===== config.mk =====
export PLATFORM = sky130hd
export DESIGN_NAME = kcpu_irq_controller
export DESIGN_NICKNAME = d
export VERILOG_FILES = /design/src/rtl/kcpu_irq_pkg.sv /design/src/rtl/irq_priority_arbiter.sv /design/src/rtl/kcpu_irq_controller.sv
export SDC_FILE = /design/constraint.sdc
export NUM_CORES = 1
export LEC_CHECK = 0
export BUFFER_PORTS_ARGS = -buffer_cell sky130_fd_sc_hd__buf_2
export CAP_MARGIN = 10
export CORE_ASPECT_RATIO = 0.75
export CORE_UTILIZATION = 57
export CTS_BUF_LIST = sky130_fd_sc_hd__clkbuf_8
export CTS_CLUSTER_DIAMETER = 80
export DETAILED_ROUTE_END_ITERATION = 16
export GPL_TIMING_DRIVEN = 0
export PLACE_DENSITY = 0.84
export SETUP_SLACK_MARGIN = 0.4
export SLEW_MARGIN = 15
export SYNTH_ARGS = -nofsm -noshare
export SYNTH_HDL_FRONTEND = slang
export SYNTH_SLANG_ARGS = --single-unit

===== constraint.sdc =====
create_clock -name clk -period 21.8 [get_ports clk]
set_input_delay 4.36 -clock clk [delete_from_list [all_inputs] [get_ports clk]]
set_output_delay 4.36 -clock clk [all_outputs]
set_load 0.01 [all_outputs]

===== src/rtl/kcpu_irq_pkg.sv =====
// Shared types, config register map and helpers for the KCPU interrupt controller.
package kcpu_irq_pkg;

  typedef enum logic [1:0] {
    IDLE  = 2'd0,
    GRANT = 2'd1,
    ACK   = 2'd2
  } irqState_t;

  localparam logic [1:0] CFG_MASK = 2'd0;
  localparam logic [1:0] CFG_EDGE = 2'd1;
  localparam logic [1:0] CFG_PRIO = 2'd2;
  localparam logic [1:0] CFG_PEND = 2'd3;

  localparam int unsigned CFG_W = 32;

  // Index width that stays legal for a single-channel build.
  function automatic int unsigned idxWidth(input int unsigned n);
    return (n > 1) ? $clog2(n) : 1;
  endfunction

endpackage


===== src/rtl/irq_priority_arbiter.sv =====
// Combinational priority arbiter: highest priority among eligible channels, ties to lowest index.
module irq_priority_arbiter
  import kcpu_irq_pkg::*;
#(
  parameter int unsigned N_SRC  = 8,
  parameter int unsigned PRIO_W = 2
) (
  input  logic [N_SRC-1:0]          eligible,
  input  logic [N_SRC*PRIO_W-1:0]   prio,
  output logic                      valid,
  output logic [idxWidth(N_SRC)-1:0] winner
);

  localparam int unsigned IDX_W = idxWidth(N_SRC);

  logic [PRIO_W-1:0] bestPrio;

  // Strict greater-than keeps the earliest (lowest) index on ties.
  always_comb begin
    valid    = 1'b0;
    winner   = '0;
    bestPrio = '0;
    for (int i = 0; i < int'(N_SRC); i++) begin
      if (eligible[i] && (!valid || (prio[i*PRIO_W +: PRIO_W] > bestPrio))) begin
        valid    = 1'b1;
        winner   = IDX_W'(i);
        bestPrio = prio[i*PRIO_W +: PRIO_W];
      end
    end
  end

endmodule


===== src/rtl/kcpu_irq_controller.sv =====
// Multi-source interrupt controller: pending capture, mask/priority arbitration and
// a 4-phase irIrq/irResponse handshake towards the KCPU core.
module kcpu_irq_controller
  import kcpu_irq_pkg::*;
#(
  parameter int unsigned N_SRC  = 8,
  parameter int unsigned DATA_W = 4,
  parameter int unsigned PRIO_W = 2
) (
  input  logic                        clk,
  input  logic                        rst,
  input  logic [N_SRC-1:0]            srcReq,
  input  logic [N_SRC*DATA_W-1:0]     srcData,
  output logic [N_SRC-1:0]            srcAck,
  input  logic                        cfgWE,
  input  logic [1:0]                  cfgAddr,
  input  logic [CFG_W-1:0]            cfgWData,
  output logic [CFG_W-1:0]            cfgRData,
  output logic                        irIrq,
  output logic [DATA_W-1:0]           irData,
  output logic [idxWidth(N_SRC)-1:0]  irSrc,
  input  logic                        irResponse
);

  localparam int unsigned SRC_W  = idxWidth(N_SRC);
  localparam int unsigned PRIO_T = N_SRC * PRIO_W;

  irqState_t state, stateNext;

  logic [N_SRC-1:0]  maskReg, edgeReg, pendReg, reqPrev;
  logic [PRIO_T-1:0] prioReg;

  logic [N_SRC-1:0]  setVec, cfgClr, ackClr, eligible, grantOneHot, srcAckNext;
  logic              arbValid, irIrqNext;
  logic [SRC_W-1:0]  arbWinner, irSrcNext;
  logic [DATA_W-1:0] winData, irDataNext;
  logic              unusedCfg;

  assign unusedCfg = ^cfgWData;

  // Edge channels fire on a rising request, level channels whenever high.
  assign setVec   = srcReq & (~edgeReg | ~reqPrev);
  assign cfgClr   = (cfgWE && (cfgAddr == CFG_PEND)) ? cfgWData[N_SRC-1:0] : '0;
  assign eligible = pendReg & maskReg;

  irq_priority_arbiter #(
    .N_SRC  (N_SRC),
    .PRIO_W (PRIO_W)
  ) u_arb (
    .eligible (eligible),
    .prio     (prioReg),
    .valid    (arbValid),
    .winner   (arbWinner)
  );

  always_comb begin
    winData = '0;
    for (int i = 0; i < int'(N_SRC); i++) begin
      if (arbWinner == SRC_W'(i)) winData = srcData[i*DATA_W +: DATA_W];
    end
  end

  always_comb begin
    grantOneHot = '0;
    for (int i = 0; i < int'(N_SRC); i++) begin
      grantOneHot[i] = (irSrc == SRC_W'(i));
    end
  end

  // Next-state and next-output logic of the handshake FSM.
  always_comb begin
    stateNext  = state;
    irIrqNext  = irIrq;
    irDataNext = irData;
    irSrcNext  = irSrc;
    srcAckNext = '0;
    ackClr     = '0;
    unique case (state)
      IDLE: begin
        if (arbValid) begin
          stateNext  = GRANT;
          irIrqNext  = 1'b1;
          irDataNext = winData;
          irSrcNext  = arbWinner;
        end
      end
      GRANT: begin
        if (irResponse) begin
          stateNext  = ACK;
          irIrqNext  = 1'b0;
          srcAckNext = grantOneHot;
          ackClr     = grantOneHot;
        end
      end
      ACK: begin
        if (!irResponse) stateNext = IDLE;
      end
      default: stateNext = IDLE;
    endcase
  end

  always_ff @(posedge clk or negedge rst) begin
    if (!rst) begin
      state  <= IDLE;
      irIrq  <= 1'b0;
      irData <= '0;
      irSrc  <= '0;
      srcAck <= '0;
    end else begin
      state  <= stateNext;
      irIrq  <= irIrqNext;
      irData <= irDataNext;
      irSrc  <= irSrcNext;
      srcAck <= srcAckNext;
    end
  end

  // New requests win over acknowledge and W1C clears in the same cycle.
  always_ff @(posedge clk or negedge rst) begin
    if (!rst) begin
      pendReg <= '0;
      reqPrev <= '0;
    end else begin
      pendReg <= (pendReg & ~(ackClr | cfgClr)) | setVec;
      reqPrev <= srcReq;
    end
  end

  always_ff @(posedge clk or negedge rst) begin
    if (!rst) begin
      maskReg <= '0;
      edgeReg <= '0;
      prioReg <= '0;
    end else if (cfgWE) begin
      case (cfgAddr)
        CFG_MASK: maskReg <= cfgWData[N_SRC-1:0];
        CFG_EDGE: edgeReg <= cfgWData[N_SRC-1:0];
        CFG_PRIO: prioReg <= cfgWData[PRIO_T-1:0];
        default:  ;
      endcase
    end
  end

  always_comb begin
    cfgRData = '0;
    case (cfgAddr)
      CFG_MASK: cfgRData[N_SRC-1:0]  = maskReg;
      CFG_EDGE: cfgRData[N_SRC-1:0]  = edgeReg;
      CFG_PRIO: cfgRData[PRIO_T-1:0] = prioReg;
      default:  cfgRData[N_SRC-1:0]  = pendReg;
    endcase
  end

endmodule


==> out/qor.txt, run 1 <==
==============================================================================
DIE HEIGHT                                                            73.26 um
Pre-Repair DR Iteration Count                                                5
Total power density per cell area                                 133.3 mW/mm2
Routed Antenna Nets                                                          0
Clk pin slew, worst setup/hold paths                                   0.08 ns
Final setup vio count                                                        0
Most frequent cell after synthesis                                     dfrtp_1
Drt drc                                                                      0
Achievable frequency                                               0.09078 GHz
PortBufs                                                                    93
Dominant cells by area after synthesis                            dfrtp_1 43%, mux2_2 11%, nand2_1 5.4%, mux4_2 4.1%, ha_1 3.2%
First-pass GRT wire length                                            15.80 mm
Clock buffers created by TritonCTS                                           9
Number of cells traversed by the worst hold path                             1
Number of cells on the critical path                                        44
Hold Fails Final Rpt                                                         0
Unrepaired setup endpoints after global routing                          false
Critical path launch point type                                      flip-flop
Area share of the largest cell type after synthesis                     0.4280
Number of primary I/O pins                                                 126
Die boundary width                                                    97.01 um
CTS root buf                                                          clkbuf_8
Final Net Count                                                            575
Antenna violations before repair                                             0
Slew of the pin with the lowest slew margin                          0.8231 ns
Setup CP Type                                                          reg2reg
Post-DR wirelength/cell                                               17.07 um
Maximum ir drop on the vdd rail                                     0.08877 mV
TNS Setup                                                                 0 ns
Number of gates resized after CTS                                            0
Antenna Diode Count                                                          0
Count of vias placed by the detailed router                               3262
Largest net degree at the start of global routing                           39
Max stage delay cell, worst path                                        nor2_1
Number of standard cells after synthesis                                   367
Crit path time final                                                  11.02 ns
Number of unique standard cell types used by synthesis                      59
Max-Cap Viols                                                                0
Vias/cell                                                                5.693
CP dominant cell by count                                                 ha_1
Layout Area Growth over Synthesis                                       22.67%
Postcts setup bufs                                                           0
Slew Viols, Final                                                            0
Effective utilization at floorplan                                      0.6018
Buffers and inverters on the worst path                                      1
Summed instance area of the synthesized netlist                   0.003859 mm2
Die area                                                          0.007106 mm2
Layout filler cell count                                                   495
Crit Path Max Fanout                                                        10
Total routed wirelength                                               9.780 mm
Tightest Hold Check Type                                               reg2reg
HPWL after detailed placement                                         7.408 mm
Count of flip-flops with a built-in enable after synthesis                   0
Core region area                                                  0.006412 mm2
Most instantiated flip-flop cell in the synthesis netlist              dfrtp_1
Mean cell area of the mapped netlist                                 10.51 um2
Total overflow reported by the global router                                 0
Share of the clock period used by the worst path after layout           0.5053
Leakage power of the design                                        0.002274 uW
Iter 0 DRT Violations                                                      246
Arrival time worst endpoint                                           11.28 ns
Final Skew                                                         0.006624 ns
CTS tree                                                                   yes
Portion of the post-synthesis area used by sequential elements          0.4280
Number of cell instances on the worst register-to-register path             44
Gp weighted congestion                                                  0.8814
Worst endpoint required time                                          22.07 ns
Buffer levels on the longest clock path                                      2
Share of cells above drive strength 1                                   0.4004
Slowest stage delay, CP                                                0.46 ns
Run status                                                        finished, final reports clean
Leading post-synthesis cells by instance count                    66 x dfrtp_1, 56 x nand2_1, 39 x mux2_2, 20 x nor2_1, 16 x buf_4
Number of hold-repair buffers added at the cts stage                         0
Insertion delay to the later sink of the worst-skew pair               0.36 ns
Number of clock sinks seen by CTS                                           66
Fraction of registers with async set/reset                               1.000
Deepest level of the CTS H-tree                                              3
Crit path max-delay family                                        compound AO/OA/AOI/OAI gates
Synth area leader                                                      dfrtp_1
Type of destination of the critical path                             flip-flop
Number of global-route vias before repair                                 3109
Worst slew margin relative to its limit                                 0.4489
Number of warning messages in the yosys log                                  0
Floorplan row count                                                         25
Combined global-route utilization of all metal layers                   0.2928
Post-synthesis register bit count                                           66
Smallest hold slack                                                  0.4957 ns
==============================================================================
==> sequential cells by signal, indices dropped and copies added, names as in the netlist <==
signal   count
edgeReg      8
state        2
irSrc        3
prioReg     16
srcAck       8
pendReg      8
irIrq        1
maskReg      8
reqPrev      8
irData       4
==> worst register-to-register path: cells and delay by family, from the launching register on <==
family,cells,cell delay (ns)
AOI/OAI and AO/OA,18,4.56
and+or+nand+nor,14,2.29
adders and majority gates,7,2.09
muxes,4,1.38
DFF,1,0.44
buffers and inverters,1,0.17
==> final timing paths <==
path                             from          end  slack, ns
min in group asynchronous         rst    srcAck[0]       3.92
max                        pendReg[0]    irData[0]      10.78
min reg2reg                     irIrq        irIrq       0.50
max reg2reg                pendReg[0]    irData[0]      10.78
max in group asynchronous         rst  prioReg[12]      17.36
min                             irIrq        irIrq       0.50
==> stage by stage <==
| stage | power [uW] | instances | worst slack (ns) | utilization | area (um2) |
|---|---|---|---|---|---|
| final | 631.2 | 573 | 10.78 | 0.7381 | 4733 |
| after global routing | 672.7 | 573 | 10.28 | 0.7381 | 4733 |
| after CTS | 626.0 | 573 | 11.01 | 0.7381 | 4733 |
| after detailed placement | 505.5 | 557 | 11.09 | 0.7032 | 4509 |
| after global placement | 491.3 | 556 | 11.36 | 0.6989 | 4482 |
| after floorplan | 419.1 | 382 | 12.06 | - | 3915 |
==> metal layers <==
| layer | vias up | global-route usage | part of all wire |
|---|---|---|---|
| met4 | 0 | 0.1227 | 0.016 |
| met3 | 17 | 0.07517 | 0.067 |
| met2 | 127 | 0.4429 | 0.46 |
| met1 | 1576 | 0.4069 | 0.46 |
| li1 | 1542 | - | - |
| met5 | - | 0 | 0 |
==> cell usage in the layout (no fill, tap or decap), types with 8 or more instances in the layout <==
| master | instances |
|---|---|
| nor2_1 | 20 |
| mux2_2 | 39 |
| inv_1 | 9 |
| nand2_1 | 56 |
| nand3_1 | 8 |
| o21ai_0 | 13 |
| ha_1 | 10 |
| a21oi_1 | 10 |
| buf_2 | 92 |
| buf_4 | 17 |
| and2_1 | 10 |
| dfrtp_1 | 66 |
| clkbuf_8 | 9 |
| conb_1 | 16 |
==> final cells by class <==
cell class                 count  area, um2  share of cell area
buffer                        23      161.4             0.03410
clock buffer                   9      123.9             0.02617
clock inverter                 7      100.1             0.02115
inverter                      10      37.54            0.007930
multi-input combinational    283       2069              0.4372
sequential                    66       1652              0.3489
tap                           81      101.3             0.02141
timing repair buffer          94      488.0              0.1031
==> power by group <==
part | internal [uW] | switching (uW)
Clock | 65.3 | 52.4
Sequential | 149 | 26.3
Combinational | 148 | 190
==> logic make-up (layout without fill, tap and decap cells) <==
group	after synthesis	count (layout)	share of synthesized area
AND/OR/NAND/NOR	131	131	0.1628
AO/OA/AOI/OAI	73	73	0.1475
flip-flops	66	66	0.4280
multiplexers	52	52	0.1744
buffers and inverters	33	143	0.05156
adder cells (fa/ha/maj)	10	10	0.03243
other	1	16	0.0009718
XOR/XNOR	1	1	0.002270
Note: power is estimated with default switching activity, not from simulation.
==> run 2, diff against run 1 <==
--- a/config.mk
+++ b/config.mk
@@ -5,15 +5,16 @@
 export SDC_FILE = /design/constraint.sdc
 export NUM_CORES = 1
 export LEC_CHECK = 0
+export ABC_AREA = 1
 export BUFFER_PORTS_ARGS = -buffer_cell sky130_fd_sc_hd__buf_2
 export CAP_MARGIN = 10
 export CORE_ASPECT_RATIO = 0.75
-export CORE_UTILIZATION = 57
+export CORE_UTILIZATION = 53
 export CTS_BUF_LIST = sky130_fd_sc_hd__clkbuf_8
 export CTS_CLUSTER_DIAMETER = 80
 export DETAILED_ROUTE_END_ITERATION = 16
 export GPL_TIMING_DRIVEN = 0
-export PLACE_DENSITY = 0.84
+export PLACE_DENSITY = 0.79
 export SETUP_SLACK_MARGIN = 0.4
 export SLEW_MARGIN = 15
 export SYNTH_ARGS = -nofsm -noshare
==> constraint.sdc (replaced) <==
create_clock -name clk -period 11.4 [get_ports clk]
set_input_delay 2.28 -clock clk [delete_from_list [all_inputs] [get_ports clk]]
set_output_delay 2.28 -clock clk [all_outputs]
set_load 0.01 [all_outputs]
==> run 2 against run 1 <==
Against the previous run: fmax grew 22%; cell count grew 27%; global-route usage shrank 2.8 points; power grew 47%; hold slack lost 0.019 ns; core utilization shrank 6.2 points; via count grew 13%; combinational power grew 30%; first-iteration DRC count grew 4.1%; die area grew 5.5%; count of clock-buffer cells in the layout is the same; critical path type unchanged; largest cell class unchanged; highest routed layer unchanged.
==> out/qor.txt, run 2 <==
=============================================================================
Run status                                                       finished, final reports clean
TNS Setup                                                                0 ns
Combined global-route utilization of all metal layers                  0.2653
Gp weighted congestion                                                 0.8870
Portion of the post-synthesis area used by sequential elements         0.4356
Largest register FFs                                                       16
Worst endpoint required time                                         11.65 ns
Hold Fails Final Rpt                                                        0
Layout filler cell count                                                  587
Slew of the pin with the lowest slew margin                         0.5702 ns
Effective utilization at floorplan                                     0.5523
Die area                                                         0.007499 mm2
Area after detailed placement                                    0.004466 mm2
Total overflow reported by the global router                                0
Dominant cells by area after synthesis                           dfrtp_1 44%, nand2_1 14%, o21ai_0 8.2%, inv_1 6.1%, nor2_1 5.0%
Max-Cap Viols                                                               0
Reg with most FFs                                                     prioReg
Routed Antenna Nets                                                         0
Leading post-synthesis cells by instance count                   137 x nand2_1, 66 x dfrtp_1, 62 x inv_1, 62 x o21ai_0, 50 x nor2_1
First-pass GRT wire length                                           15.00 mm
Share of the clock period used by the worst path after layout          0.7914
Number of unique standard cell types used by synthesis                     30
Crit Path Max Fanout                                                        8
Setup CP Type                                                         reg2reg
Layout Area Growth over Synthesis                                      22.48%
Finished layout cell area                                        0.004643 mm2
Number of hold-repair buffers added at the cts stage                        0
Insertion delay to the later sink of the worst-skew pair              0.35 ns
Fraction of registers with async set/reset                              1.000
Number of primary I/O pins                                                126
Post-Place Cells                                                          709
Arrival time worst endpoint                                           9.27 ns
Antenna Diode Count                                                         0
Most frequent cell after synthesis                                    nand2_1
Slew Viols, Final                                                           0
PortBufs                                                                   93
Iter 0 DRT Violations                                                     256
Deepest level of the CTS H-tree                                             3
HPWL after detailed placement                                        7.612 mm
Postcts setup bufs                                                          0
Worst slew margin relative to its limit                                0.6185
Mean cell area of the mapped netlist                                7.552 um2
Largest net degree at the start of global routing                          47
Fin worst setup slack                                                2.378 ns
Critical path launch point type                                     flip-flop
Total routed wirelength                                              9.597 mm
Tightest Hold Check Type                                              reg2reg
Unrepaired setup endpoints after global routing                         false
Leading cell type in the layout, fill and taps excluded               nand2_1
Clk pin slew, worst setup/hold paths                                  0.08 ns
Achievable frequency                                               0.1108 GHz
Slowest stage delay, CP                                               0.40 ns
Final Skew                                                        0.006288 ns
Post-synthesis register bit count                                          66
Number of warning messages in the yosys log                                 0
DIE HEIGHT                                                           75.25 um
Final Net Count                                                           710
Number of global-route vias before repair                                3245
Number of standard cells after synthesis                                  502
Post-placement setup slack                                           2.474 ns
Number of gates resized after CTS                                           0
Pre-Repair DR Iteration Count                                               5
Crit path time final                                                 9.022 ns
Clock buffers created by TritonCTS                                          9
Maximum ir drop on the vdd rail                                     0.1211 mV
Commonest cells after routing, fill and taps aside               137 x nand2_1, 92 x buf_2, 66 x dfrtp_1
Total power density per cell area                                200.1 mW/mm2
Leakage power of the design                                       0.002583 uW
Final setup vio count                                                       0
Type of destination of the critical path                            flip-flop
Count of vias placed by the detailed router                              3697
CTS root buf                                                         clkbuf_8
Count of flip-flops with a built-in enable after synthesis                  0
CTS tree                                                                  yes
Summed instance area of the synthesized netlist                  0.003791 mm2
Max stage delay cell, worst path                                      dfrtp_1
Synth area leader                                                     dfrtp_1
Die boundary width                                                   99.66 um
Vias/cell                                                               5.099
Number of clock sinks seen by CTS                                          66
Share of cells above drive strength 1                                  0.2552
Core region area                                                 0.006864 mm2
Post-Layout Cell Count                                                    725
Most instantiated flip-flop cell in the synthesis netlist             dfrtp_1
Drt drc                                                                     0
Buffer levels on the longest clock path                                     2
Area share of the largest cell type after synthesis                    0.4356
Post-DR wirelength/cell                                              13.24 um
CP dominant cell by count                                             o21ai_0
Antenna violations before repair                                            0
Floorplan row count                                                        26
=============================================================================
[run 2: path summary, 6_finish.rpt]
check	start	to	slack, ns	cells after the start
worst min-delay path	irData[3]	irData[3]	0.48	2
worst max register to register	maskReg[0]	irData[1]	2.38	60
worst min register to register	irData[3]	irData[3]	0.48	2
worst max-delay path	maskReg[0]	irData[1]	2.38	60
max in group asynchronous	rst	prioReg[6]	9.08	2
min in group asynchronous	rst	maskReg[1]	1.81	1
[run 2: cells by family after synthesis]
| kind of cell | count (synthesis) | synth area share |
|---|---|---|
| compound gates | 85 | 0.1198 |
| fa+ha+maj | 10 | 0.03300 |
| buf+inv | 91 | 0.1073 |
| flops | 66 | 0.4356 |
| other cells | 1 | 0.0009891 |
| simple gates | 249 | 0.3033 |
[run 2: layout make-up]
cell class | count | area (um2) | share of cell area
Buffer | 22 | 142.6 | 0.03072
Clock buffer | 9 | 123.9 | 0.02668
Clock inverter | 7 | 53.80 | 0.01159
Inverter | 69 | 264.0 | 0.05686
Multi-Input combinational cell | 360 | 1789 | 0.3853
Sequential cell | 66 | 1652 | 0.3557
Tap cell | 98 | 122.6 | 0.02641
Timing Repair Buffer | 94 | 495.5 | 0.1067
[run 2: power by group]
part | internal [uW] | switching (uW) | leakage [uW] | total [uW]
clock network | 79.7 | 98.7 | 0.0000818 | 178
registers | 278 | 31.0 | 0.000787 | 309
logic | 155 | 286 | 0.00171 | 441
total | 513 | 416 | 0.00258 | 929
[run 2: critical path, delay by kind of cell (launching register included)]
family	cells	cell delay, ns
AO/OA/AOI/OAI	12	2.40
adder cells (fa/ha/maj)	7	2.03
buffers and inverters	7	0.61
flip-flops	1	0.40
AND/OR/NAND/NOR	34	3.47
[run 2: per-layer routing]
metal / global-route usage / share of wire / routed length [um]
met1: 0.3779 / 0.47 / 4553
met2: 0.4061 / 0.44 / 4245
met3: 0.04735 / 0.063 / 608
met4: 0.1095 / 0.020 / 189
met5: 0 / 0 / 0
[run 2: metrics by stage]
stage	util	hold slack (ns)	power, uW
final	0.6764	0.4765	928.9
after global routing	0.6764	0.5099	1004
after CTS	0.6764	0.4801	928.1
after detailed placement	0.6506	0.4601	748.5
after global placement	0.6462	0.4592	729.1
after floorplan	-	0.4530	628.0
==> run 3, diff against run 2 <==
==> constraint.sdc (replaced) <==
create_clock -name clk -period 8.43 [get_ports clk]
set_input_delay 1.686 -clock clk [delete_from_list [all_inputs] [get_ports clk]]
set_output_delay 1.686 -clock clk [all_outputs]
set_load 0.01 [all_outputs]
==> run 3 against run 2 <==
Against the previous run: clock skew is 0.00058 ns lower; critical path depth is 1 higher; worst setup slack worse by 2.1 ns; first-iteration DRC count is 7.0% higher; via count is 4.9% higher; cell count is 2.8% higher; die area stayed put; clock power is 37% higher.
==> out/qor.txt, run 3 (same netlist as run 2, synthesis figures left out) <==
============================================================================
Run status                                                      finished, final reports clean
TNS Setup                                                               0 ns
Share of cells above drive strength 1                                 0.3416
Hold Startpoint                                                    irData[3]
Buffer levels on the longest clock path                                    2
Commonest cells after routing, fill and taps aside              128 x nand2_1, 92 x buf_2, 66 x dfrtp_1
Max stage delay cell, worst path                                     dfrtp_1
GRT Max-Usage Layer                                                     met2
Final Skew                                                       0.005713 ns
Effective utilization at floorplan                                    0.5523
Final Net Count                                                          730
Largest net degree at the start of global routing                         47
Antenna violations before repair                                           0
CTS tree                                                                 yes
Unrepaired setup endpoints after global routing                         true
HPWL after detailed placement                                       7.612 mm
Startpoint of the most critical register-to-register path         pendReg[0]
Core occupancy in the finished layout                                 0.7399
Reg with most FFs                                                    prioReg
Vias/cell                                                              5.205
Worst endpoint required time                                         8.68 ns
Number of primary I/O pins                                               126
Post-placement setup slack                                        -0.4964 ns
Deepest level of the CTS H-tree                                            3
Slowest stage delay, CP                                              0.40 ns
Routed Antenna Nets                                                        0
Achievable frequency                                              0.1224 GHz
Gp weighted congestion                                                0.8870
Largest register FFs                                                      16
Number of global-route vias before repair                               3302
Antenna Diode Count                                                        0
Arrival time worst endpoint                                          8.42 ns
PortBufs                                                                  93
Tightest Hold Check Type                                             reg2reg
CTS root buf                                                        clkbuf_8
Type of destination of the critical path                           flip-flop
Layout filler cell count                                                 508
Hold Fails Final Rpt                                                       0
Area of the multi-input gates                                   0.002059 mm2
Pre-Repair DR Iteration Count                                              5
Tot Pwr                                                              1463 uW
Finished layout cell area                                       0.005079 mm2
Worst setup path startpoint                                       pendReg[0]
Combined global-route utilization of all metal layers                 0.2688
Crit path time final                                                8.167 ns
Worst slew margin relative to its limit                               0.6161
Leading cell type in the layout, fill and taps excluded              nand2_1
Die boundary width                                                  99.66 um
Total overflow reported by the global router                               0
Number of clock sinks seen by CTS                                         66
Register-to-register path setup slack                                0.26 ns
Met2 Usage GRT                                                        0.4130
Area of all sequential standard cells                           0.001652 mm2
Global routing usage on met3                                         0.04921
Floorplan row count                                                       26
Iter 0 DRT Violations                                                    274
Clock buffers created by TritonCTS                                         9
DIE HEIGHT                                                          75.25 um
Insertion delay to the later sink of the worst-skew pair             0.36 ns
Fraction of met1 tracks used by global routing                        0.3797
Die area                                                        0.007499 mm2
Total routed wirelength                                             10.84 mm
Slew of the pin with the lowest slew margin                        0.5738 ns
Crit Path Max Fanout                                                       6
First-pass GRT wire length                                          15.22 mm
Setup CP Type                                                        reg2reg
Core region area                                                0.006864 mm2
Count of vias placed by the detailed router                             3878
Leakage power of the design                                      0.002730 uW
Critical path launch point type                                    flip-flop
Clk pin slew, worst setup/hold paths                                 0.08 ns
Area after detailed placement                                   0.004466 mm2
Drt drc                                                                    0
Max-Cap Viols                                                              0
Share of the clock period used by the worst path after layout         0.9688
Post-DR wirelength/cell                                             14.54 um
Total power density per cell area                               288.1 mW/mm2
Fin worst setup slack                                              0.2631 ns
Slew Viols, Final                                                          0
Final setup vio count                                                      0
Layout Area Growth over Synthesis                                     33.96%
Maximum ir drop on the vdd rail                                    0.1724 mV
============================================================================
-- run 3: final timing paths --
check                        endpoint  depth (start not counted)
max                         irData[1]                         61
min                         irData[3]                          2
max reg2reg                 irData[1]                         61
min reg2reg                 irData[3]                          2
max in group asynchronous  edgeReg[2]                          2
min in group asynchronous  maskReg[1]                          1
-- run 3: per-stage QoR --
step,cells,hold slack (ns)
floorplan,517,0.4530
global placement,708,0.4592
detailed placement,709,0.4601
CTS,729,0.4801
global route,745,0.5099
finish,745,0.4796
-- run 3: routing by layer --
| metal | vias to the layer above | share of wire |
|---|---|---|
| met5 | - | 0 |
| met3 | 32 | 0.069 |
| met4 | 0 | 0.027 |
| li1 | 1858 | - |
| met2 | 167 | 0.46 |
| met1 | 1821 | 0.44 |
-- run 3: repair_timing --
| action | in CTS | in global routing |
|---|---|---|
| pin swaps | 2 | 52 |
| hold endpoints to repair | 0 | 0 |
| endpoints found under the setup margin | 7 | 6 |
| hold buffers | 0 | 0 |
| buffers inserted | 4 | 16 |
| resized for setup | 20 | 57 |
-- run 3: where the power goes --
group / switching [uW] / total (uW) / internal (uW)
Combinational: 484 / 800 / 316
Clock: 135 / 243 / 108
Sequential: 43.8 / 420 / 376
Total: 662 / 1460 / 800
-- run 3: final cells by class --
class                      instances  area share
buffer                            22     0.02809
clock buffer                       9     0.02439
clock inverter                     7     0.01059
timing repair buffer             114      0.1286
multi-input combinational        360      0.4055
tap                               98     0.02414
sequential                        66      0.3252
inverter                          69     0.05346
-- run 3: critical path: cells and delay by family (launching register included) --
family,cells,cell delay [ns]
adder cells (fa/ha/maj),7,1.79
AND/OR/NAND/NOR,36,3.74
AO/OA/AOI/OAI,11,1.65
flip-flops,1,0.40
buffers and inverters,7,0.51
